### config.mk
export PLATFORM = sky130hd
export DESIGN_NAME = etapa_if_param
export DESIGN_NICKNAME = d
export VERILOG_FILES = /design/src/rtl/etapa_if_param.sv
export SDC_FILE = /design/constraint.sdc
export NUM_CORES = 1
export LEC_CHECK = 0
export CAP_MARGIN = 15
export CORE_MARGIN = 8
export CORE_UTILIZATION = 25
export CTS_BUF_LIST = sky130_fd_sc_hd__clkbuf_8
export CTS_CLUSTER_SIZE = 16
export DETAILED_ROUTE_END_ITERATION = 16
export PLACE_DENSITY_LB_ADDON = 0.15
export SYNTH_ARGS = -nofsm -noshare
export SYNTH_HDL_FRONTEND = slang
export SYNTH_SLANG_ARGS = --single-unit
### constraint.sdc
create_clock -name clk -period 1.6 [get_ports clk]
set_input_delay 0.32 -clock clk [delete_from_list [all_inputs] [get_ports clk]]
set_output_delay 0.32 -clock clk [all_outputs]
set_load 0.03 [all_outputs]
### src/rtl/etapa_if_param.sv
// Instruction-fetch stage: launches an algorithm from an entry-point table and
// streams words from a 1-cycle-latency synchronous ROM toward decode.
//
//   state | meaning
//   IDLE  | waiting for start; no fetch, instr_valid low
//   RUN   | fetching; pc_q addresses ROM, v_q marks the word now on rom_data
module etapa_if_param #(
    parameter int                      ADDR_W   = 10,
    parameter int                      INSTR_W  = 14,
    parameter int                      N_ALG    = 8,
    parameter int                      SEL_W    = 3,
    parameter logic [N_ALG*ADDR_W-1:0] ALG_BASE = {10'd700, 10'd600, 10'd500, 10'd400,
                                                   10'd300, 10'd200, 10'd100, 10'd0},
    parameter int                      OPC_W    = 4,
    parameter logic [OPC_W-1:0]        HALT_OPC = 4'hF
) (
    input  logic               clk,
    input  logic               rst_n,
    input  logic               start_i,
    input  logic [SEL_W-1:0]   alg_sel_i,
    input  logic               abort_i,
    input  logic               stall_i,
    input  logic               br_valid_i,
    input  logic [ADDR_W-1:0]  br_target_i,
    output logic [ADDR_W-1:0]  rom_addr_o,
    output logic               rom_en_o,
    input  logic [INSTR_W-1:0] rom_data_i,
    output logic [INSTR_W-1:0] instr_o,
    output logic [ADDR_W-1:0]  instr_pc_o,
    output logic               instr_valid_o,
    output logic               busy_o,
    output logic               done_o,
    output logic               sel_err_o
);

    typedef enum logic {
        IDLE = 1'b0,
        RUN  = 1'b1
    } state_t;

    state_t              state_q, state_d;
    logic [ADDR_W-1:0]   pc_q, pc_d;
    logic [ADDR_W-1:0]   instr_pc_q, instr_pc_d;
    logic                v_q, v_d;
    logic                done_q, done_d;
    logic                sel_err_q, sel_err_d;

    logic [ADDR_W-1:0]   base_sel;
    logic                sel_ok;
    logic [OPC_W-1:0]    opcode;
    logic                halt_hit;

    // Table lookup by loop so an out-of-range alg_sel never indexes past ALG_BASE.
    always_comb begin
        base_sel = '0;
        sel_ok   = 1'b0;
        for (int k = 0; k < N_ALG; k++) begin
            if (int'(alg_sel_i) == k) begin
                base_sel = ALG_BASE[k*ADDR_W +: ADDR_W];
                sel_ok   = 1'b1;
            end
        end
    end

    assign opcode   = rom_data_i[INSTR_W-1 -: OPC_W];
    assign halt_hit = (state_q == RUN) && v_q && !stall_i && (opcode == HALT_OPC);

    always_comb begin
        state_d    = state_q;
        pc_d       = pc_q;
        instr_pc_d = instr_pc_q;
        v_d        = v_q;
        done_d     = 1'b0;
        sel_err_d  = sel_err_q;

        if (abort_i) begin
            state_d = IDLE;
            v_d     = 1'b0;
        end else if (state_q == IDLE) begin
            v_d = 1'b0;
            if (start_i) begin
                if (sel_ok) begin
                    pc_d      = base_sel;
                    state_d   = RUN;
                    sel_err_d = 1'b0;
                end else begin
                    sel_err_d = 1'b1;
                end
            end
        end else if (halt_hit) begin
            state_d = IDLE;
            v_d     = 1'b0;
            done_d  = 1'b1;
        end else if (!stall_i) begin
            // A redirect drops the word fetched from the old path.
            if (br_valid_i) begin
                pc_d = br_target_i;
                v_d  = 1'b0;
            end else begin
                instr_pc_d = pc_q;
                pc_d       = pc_q + ADDR_W'(1);
                v_d        = 1'b1;
            end
        end
    end

    always_ff @(posedge clk or negedge rst_n) begin
        if (!rst_n) begin
            state_q    <= IDLE;
            pc_q       <= '0;
            instr_pc_q <= '0;
            v_q        <= 1'b0;
            done_q     <= 1'b0;
            sel_err_q  <= 1'b0;
        end else begin
            state_q    <= state_d;
            pc_q       <= pc_d;
            instr_pc_q <= instr_pc_d;
            v_q        <= v_d;
            done_q     <= done_d;
            sel_err_q  <= sel_err_d;
        end
    end

    // Gating rom_en during stall keeps the ROM output, and so instr, frozen.
    assign rom_addr_o    = pc_q;
    assign rom_en_o      = (state_q == RUN) && !stall_i;
    assign instr_o       = rom_data_i;
    assign instr_pc_o    = instr_pc_q;
    assign instr_valid_o = v_q && (state_q == RUN);
    assign busy_o        = (state_q == RUN);
    assign done_o        = done_q;
    assign sel_err_o     = sel_err_q;

endmodule

After elaboration in Yosys (flattened, before gate mapping)
Cells that the tools add are included.
{"block": "classes", "add_sub_neg": 1, "mul": 0, "div": 0, "order_cmp": 0, "n_eq_ne": 11, "shift": 0, "muxes": 35, "bitwise": 5, "reduce_logical": 11}
{"cell": "10-bit two-way mux", "count": 10}
{"cell": "1-bit two-way mux", "count": 22}
{"cell": "3-bit == test, second input constant", "count": 4}
{"cell": "10-bit by 1-bit adder with 10-bit output, second input constant", "count": 1}
{"cell": "5-bit AND reduction", "count": 2}
{"cell": "9-bit two-way mux", "count": 1}
{"cell": "8-bit two-way mux", "count": 1}
{"cell": "7-bit two-way mux", "count": 1}
{"cell": "3-bit by 2-bit == test with 1-bit output, second input constant", "count": 2}
{"cell": "1-bit NOT", "count": 5}
{"cell": "4-bit == test, second input constant", "count": 1}
{"cell": "1-bit logical AND", "count": 4}
{"cell": "2-bit != test, second input constant", "count": 2}
{"cell": "4-bit by 3-bit != test with 1-bit output, second input constant", "count": 1}
{"cell": "2-bit nonzero test", "count": 2}
{"cell": "3-bit by 1-bit == test with 1-bit output, second input constant", "count": 1}
{"cell": "3-bit logical NOT", "count": 1}
{"cell": "3-bit AND reduction", "count": 1}
{"cell": "1-bit logical NOT", "count": 1}
{"block": "word_totals", "register_bits": 24, "latchBits": 0, "mem_bits_rw": 0, "rom_bits": 0, "inputBits": 33, "output_inout_bits": 39, "wordCells": 69, "memories": 0}

Depth between registers and ports, before layout
Gate-level depths: netlist (run 1).
{"block": "depth", "depth_word": 13, "depth_mapped": 6, "depth_no_buf": 6}

Worst setup path after synthesis (run 1)
OpenSTA, ideal clock, no wires.
{"block": "synth_timing", "path_kind": "reg-to-reg", "startpoint": "register state_q (netlist: busy_o)", "endpoint": "register pc_q[5] (netlist: rom_addr_o[5])", "setup_time_ns": 0.129, "arrival_ns": 1.914, "required_ns": 1.471, "slack_ns": -0.443, "stages_incl_launch_ff": 6, "path_buffers": 1, "period_less_slack_ns": 2.043, "path_cell_list": "dfrtp_1 -> nor2b_4 -> a41o_1 -> buf_2 -> nor3_1 -> a2111o_1"}
{"block": "synth_via", "elab_chain_cells": 5, "elab_cells_between_ends": 9, "cone_classes": "eq/ne (2); mux (1); reduce/logical (6)"}
{"element": "start: declaration", "line": "41", "source": "state_t state_q, state_d;"}
{"element": "start signal: assignment", "line": "116", "source": "state_q <= state_d;"}
{"element": "1-bit logical AND (3 in series)", "line": "66", "source": "assign halt_hit = (state_q == RUN) && v_q && !stall_i && (opcode == HALT_OPC);"}
{"element": "2-bit != test (no source line)"}
{"element": "5-bit AND reduction (no source line)"}
{"element": "end signal: assignment", "line": "117", "source": "pc_q <= pc_d;"}
{"element": "end: declaration", "line": "42", "source": "logic [ADDR_W-1:0] pc_q, pc_d;"}
Several ways; a longest one is shown, not always the timed one.
A chain may end at the register's enable or synchronous reset.

Worst setup path in the final report (run 1)
{"block": "layout_timing", "startpoint": "input port alg_sel_i[1]", "endpoint": "register pc_q[8] (netlist: rom_addr_o[8])"}
{"block": "layout_via", "elab_chain_cells": 11, "elab_cells_between_ends": 26, "cone_classes": "eq/ne (7); mux (16); reduce/logical (3)"}
{"element": "start: declaration", "line": "20", "source": "input logic [SEL_W-1:0] alg_sel_i,"}
{"element": "3-bit logical NOT", "line": "58", "source": "if (int'(alg_sel_i) == k) begin"}
{"element": "1-bit two-way mux (8 in series)", "line": "58"}
{"element": "2-bit nonzero test (no source line)"}
{"element": "5-bit AND reduction (no source line)"}
Several ways; a longest one is shown, not always the timed one. The select of a mux whose other input is x is not followed.

==> flow_summary.toml, run 1 <==
[critical_path]
critPathTopFamily = "simple AND/OR/NAND/NOR gates"
critPathRequiredTime_ps = 1750
worst-endpoint-arrival_ps = 1890
crit_path_top_delay_cell = "or4_4"
timing.reg2reg.worst_path_depth = 5
crit_chain = "buf_12, inv_12, ha_4, or4_4, a31oi_4, buf_6, nor2_4, mux2_4"
worst_setup_path_start_kind = "input pin"
max_stage_delay_ps = 550
critical_path_depth = 8
critical_path_class = "in2reg"
endpoint_kind = "flip-flop"
worst-path-max-fanout = 5
critical_path.n_buffers_inverters = 3

[clocking]
cts_htree_levels = 1
ctsHoldBuffers = 0
cts_made_buffers = 3
insertion_delay_ps = 270
cts-root-to-sink-buffers = 2
clkSinkCount = 24
cts_tree = "built"
clk_root_buffer_cell = "clkbuf_8"
worst_path_clk_slew_ps = 90

[logic_synthesis]
syn-cell-area_um2 = 1570
synthesized_instance_count = 155
number_of_flops_mapped_to_enable_cells_by_yosys = 0
avgSynthCellArea_um2 = 10.1
seq_area_frac_synth = 0.383
synth.yosys.warnings = 0
yosys_register_bits = 24
post_synth_num_cell_types = 47
postSynth.asyncResetShare = 1.00
synth_ff_type = "dfrtp_1"
number_of_nets_in_the_synthesized_netlist = 193

[placement]
io_buffers = 51
postPlaceCellArea_um2 = 2370
dp_hpwl_um = 3910
dpl.cell_count = 299
place_congestion = 0.811

[timing]
skew_ps = 11.2
period_minus_slack_ps = 1730
max-slew-margin-rel = 0.750
layout_setup_ws_ps = -132
layout_worst_path_cycle_share = 1.08
final.setup.tns_ps = -1140
report.final.hold_viol_count = 0
slew_viol_final = 0
setup_viol = 17
peak_freq_ghz = 0.577
grt_setup_unrepaired = "yes"
worst_slew_pin_slew_ps = 371

[die]
boundaryPins = 72
full_die_area_um2 = 9070
dieWidth_um = 95.2
die_height_um = 95.2
starting_density_of_the_core = 0.253
rows = 29
core_area_um2 = 6200

[finish]
seqCellArea_um2 = 603
final_design_area_no_fill_um2 = 2490
finalNetCount = 267
final.fill_count = 636
multi_input_comb_area_um2 = 941
final_core_util = 0.402
num_antenna_cells = 0
synthToLayoutAreaGrowth_pct = 58.9
final_cells = 305
drive_gt1_frac = 0.364

[power]
share_clk_of_total_power = 0.147
p_comb_frac = 0.498
power.sequential.fraction = 0.356
p_per_area_nw_per_um2 = 1030
p_total_w = 0.00256
internal_power_w = 0.00153
peak_vdd_ir_v = 0.000672
power.share.switching = 0.403
net_switching_power_w = 0.00103
cellLeakagePower_nw = 1.13

[detailed_routing]
route.antenna.remaining_nets = 0
route.detailed.vias_per_inst = 4.87
num_vias = 1486
drt-pass1-iter-count = 4
wl_um = 5060
drt_iter0_drc = 26
drc_errors = 0
avgRoutedWirePerCell_um = 16.6

[global_routing]
grt-ovfl-total = 0
grt_antenna_before_repair = 0
groute.usage.overall = 0.112
grt_pass1_vias = 1622
grt_start_max_net_pins = 25
grt_pass1_wl_um = 8090

[run_status]
violations_in_the_final_reports = "negative setup slack"
status = "finished with violations"

[run]
maxCapViolCount = 0

[worst_hold_path]
hp-class = "in2async"
==> cells by family (layout without fill, tap and decap cells) <==
kind of cell / Yosys count / count (layout) / share of synthesized area
and+or+nand+nor: 40 / 40 / 0.163
adders and majority gates: 5 / 5 / 0.0399
AOI/OAI and AO/OA: 44 / 44 / 0.204
muxes: 14 / 14 / 0.0997
buffers and inverters: 25 / 98 / 0.0941
xor gates and xnor gates: 3 / 3 / 0.0167
DFF: 24 / 24 / 0.383
==> cell usage in the layout, fill, tap and decap left out, types with 3 or more instances in the layout <==
cell / synthesis / final
inv_1: 5 / 4
nand3_1: 8 / 8
clkdlybuf4s50_1: 0 / 16
mux2_4: 0 / 11
nor2b_1: 3 / 3
clkbuf_8: 0 / 3
buf_6: 0 / 3
o21ai_0: 13 / 10
and4_1: 3 / 3
dfrtp_1: 24 / 22
nor2_1: 4 / 4
buf_4: 14 / 42
a21oi_1: 5 / 5
dlygate4sd2_1: 0 / 26
o31ai_1: 3 / 3
nand2_1: 4 / 4
a211oi_1: 6 / 5
o21ai_1: 0 / 3
ha_4: 0 / 3
==> worst paths after layout <==
kind | from | end | slack (ps)
max | alg_sel_i[1] | rom_addr_o[8] | -130
min | rst_n | done_o | 410
max reg2reg | busy_o | rom_addr_o[7] | -100
min reg2reg | sel_err_o | sel_err_o | 490
max in group asynchronous | rst_n | rom_addr_o[2] | 920
min in group clk | alg_sel_i[1] | rom_addr_o[3] | 430
==> cells in the mapped netlist (2+ instances only) <==
cell,number,area [um^2]
ha_1,5,62.6
nor3_1,2,10.0
nand2_1,4,15.0
a21oi_1,5,25.0
nand3_1,8,40.0
o21ai_0,13,65.1
o31ai_1,3,22.5
clkbuf_1,4,15.0
a21o_1,2,15.0
nor2b_1,3,18.8
o32ai_1,2,17.5
and4_1,3,26.3
and2_1,2,12.5
buf_4,14,105
nor2_1,4,15.0
a211oi_1,6,45.0
mux2_2,13,146
nand4_1,2,12.5
and3_1,3,18.8
dfrtp_1,24,601
a2bb2oi_1,2,17.5
xnor2_1,2,17.5
inv_1,5,18.8
==> area by class of cell <==
cell class / count / share of cell area
clock buffer: 3 / 0.0166
timing repair buffer: 89 / 0.312
sequential: 24 / 0.242
clock inverter: 1 / 0.00151
inverter: 5 / 0.0125
tap: 77 / 0.0386
multi-input combinational: 106 / 0.377
==> registers in the layout, summed over array words and instances (netlist names) <==
signal,flops
busy_o,1
v_q,1
done_o,1
rom_addr_o,10
sel_err_o,1
instr_pc_o,10
==> what timing repair did <==
| action | CTS | global route |
|---|---|---|
| buffers inserted | 3 | 0 |
| pin swaps | 6 | 3 |
| endpoints found under the setup margin | 44 | 20 |
| gates resized for setup | 56 | 7 |
| cloned | 0 | 0 |
==> stage by stage <==
stage / setup WS (ps) / hold WS [ps]
after global placement: -903 / 470
final: -132 / 406
after detailed placement: -971 / 486
after floorplan: -287 / 24.4
after CTS: -184 / 423
after global routing: -153 / 439
==> worst reg2reg max path, stage by stage, from the launching register on <==
cell and delay, ps:
dfrtp_2 440, nor2b_4 140, a41o_4 270, buf_4 170, nor2_4 210, mux2_2 360
==> layer usage <==
metal / GRT usage / wire length [um] / part of all wire / up-vias
met4: 0.0156 / 13 / 0.0026 / 0
met5: 0 / 0 / 0 / -
li1: - / - / - / 714
met2: 0.188 / 2310 / 0.46 / 57
met3: 0.0394 / 474 / 0.094 / 2
met1: 0.137 / 2250 / 0.45 / 713
==> power by group through the flow <==
stage / Clock (W) / Combinational [W] / Sequential (W)
final: 0.000376 / 0.00128 / 0.000912
after detailed placement: 0 / 0.00131 / 0.000923
after global placement: 0 / 0.00130 / 0.000915
after global routing: 0.000413 / 0.00137 / 0.000937
after floorplan: 0 / 0.000387 / 0.00123
after CTS: 0.000389 / 0.00129 / 0.000913
Power figures use the tool's default switching activity.
==> run 2: changes to the inputs <==
Settings changed: CORE_MARGIN 8 to 2, TNS_END_PERCENT set to 30.
==> run 2 against run 1 <==
  * The run still ends with negative setup slack left
  * Clock skew fell by 0.81 ps
  * Critical path depth fell by 1
  * Combinational power rose by 5%
  * Sequential power fell by 0.5%
  * Via count rose by 2.8%
  * Largest cell class is now buffers
==> flow_summary.toml, run 2 (synthesis results as in run 1) <==
[global_routing]
groute.usage.overall = 0.137
grt_pass1_vias = 1585
grt_antenna_before_repair = 0
grt-ovfl-total = 0
grt_pass1_wl_um = 7890
grt_start_max_net_pins = 25

[timing]
layout_setup_ws_ps = -172
grt_setup_unrepaired = "yes"
skew_ps = 10.4
final.setup.tns_ps = -1430
finalHoldWorstSlack_ps = 400
max-slew-margin-rel = 0.754
worst_slew_pin_slew_ps = 368
report.final.hold_viol_count = 0
slew_viol_final = 0
peak_freq_ghz = 0.564
layout_worst_path_cycle_share = 1.11
period_minus_slack_ps = 1770
setup_viol = 20

[finish]
drive_gt1_frac = 0.437
final_core_util = 0.447
synthToLayoutAreaGrowth_pct = 70.8
final_design_area_no_fill_um2 = 2680
final.fill_count = 587
mostFrequentLayoutCells = "buf_4, dlygate4sd2_1, dfrtp_1"
num_antenna_cells = 0
finalNetCount = 286
final_common_cell = "buf_4"

[detailed_routing]
drt_iter0_drc = 20
route.antenna.remaining_nets = 0
avgRoutedWirePerCell_um = 15.0
drc_errors = 0
num_vias = 1527
drt-pass1-iter-count = 4
wl_um = 4830
route.detailed.vias_per_inst = 4.74

[critical_path]
worst-endpoint-arrival_ps = 1930
crit_path_top_delay_cell = "or4_4"
flop2flop_setup_slack_ps = -120
critPathRequiredTime_ps = 1760
max_stage_delay_ps = 500
crit_chain = "buf_8, buf_6, ha_4, or4_4, a31oi_4, nor2_4, mux2_4"
endpoint_kind = "flip-flop"
worst-path-max-fanout = 6
critical_path_class = "in2reg"
worst_setup_path_start_kind = "input pin"

[placement]
io_buffers = 51
postPlaceCellArea_um2 = 2390
dp_hpwl_um = 3620
place_congestion = 0.812

[clocking]
cts_htree_levels = 1
clkSinkCount = 24
clk_root_buffer_cell = "clkbuf_8"
worst_path_clk_slew_ps = 100
cts-root-to-sink-buffers = 2
insertion_delay_ps = 270
cts_tree = "built"
cts_made_buffers = 3

[run_status]
violations_in_the_final_reports = "negative setup slack"
status = "finished with violations"

[worst_hold_path]
hp-class = "in2async"

[die]
core_area_um2 = 5990
full_die_area_um2 = 6930
rows = 28
die_height_um = 83.2
dieWidth_um = 83.2
starting_density_of_the_core = 0.262
boundaryPins = 72

[power]
peak_vdd_ir_v = 0.000615
cellLeakagePower_nw = 1.27
p_per_area_nw_per_um2 = 1040
p_total_w = 0.00280

[run]
maxCapViolCount = 0
-- run 2: changes by cell type in the layout (fill, tap and decap cells not counted), sizes merged --
cell,delta
buf,+19
dlymetal6s2s,+2
bufinv,+1
clkdlybuf4s50,-1
inv,-1
dlygate4sd2,-1
-- run 2: worst paths after layout --
check                        startpoint  depth (start not counted)       endpoint
max                        alg_sel_i[1]                          7  rom_addr_o[4]
min                               rst_n                          2  instr_pc_o[7]
max in group asynchronous         rst_n                          2         busy_o
min reg2reg                   sel_err_o                          2      sel_err_o
min in group clk              sel_err_o                          2      sel_err_o
max reg2reg                      busy_o                          6  rom_addr_o[5]
-- run 2: critical path, delay by kind of cell --
family          cells  cell delay [ps]
fa+ha+maj           1              140
mux                 1              310
compound gates      1              320
simple gates        2              610
buf+inv             2              210
-- run 2: metrics by stage --
step / std cells / worst slack, ps
finish: 322 / -172
global route: 322 / -201
CTS: 320 / -199
detailed placement: 308 / -888
global placement: 308 / -810
floorplan: 155 / -292
-- run 2: final cells by class --
| class | instances | area (um^2) | share of cell area |
|---|---|---|---|
| Timing Repair Buffer | 108 | 951 | 0.355 |
| Clock buffer | 3 | 41.3 | 0.0154 |
| Clock inverter | 1 | 30.0 | 0.0112 |
| Inverter | 5 | 18.8 | 0.00700 |
| Tap cell | 75 | 93.8 | 0.0350 |
| Multi-Input combinational cell | 106 | 943 | 0.352 |
| Sequential cell | 24 | 602 | 0.225 |
-- run 2: what timing repair did --
action / 4_1_cts / 5_1_grt
hold buffers: 0 / 0
resized for setup: 68 / 18
endpoints found under the setup margin: 44 / 23
buffers inserted: 9 / 2
pin swaps: 9 / 8
-- run 2: report_power, final --
group	total, W	switching, W	internal [W]
clock	0.000552	0.000217	0.000335
sequential	0.000907	0.000140	0.000767
combinational	0.00134	0.000700	0.000638
-- run 2: metal layers --
metal	routed length [um]	GRT usage	up-vias	share of wire
met5	0	0	-	0
met4	14	0.0194	0	0.0029
met3	317	0.0338	2	0.066
met2	2340	0.235	42	0.49
met1	2150	0.180	740	0.45
li1	-	-	743	-
==> run 3: changes to the inputs <==
Settings changed: ABC_AREA set to 0, CAP_MARGIN 15 to 25, CTS_BUF_LIST sky130_fd_sc_hd__clkbuf_8 to unset.
==> results of run 3 <==
Final layout, timing and power as in run 2 (identical DEF).
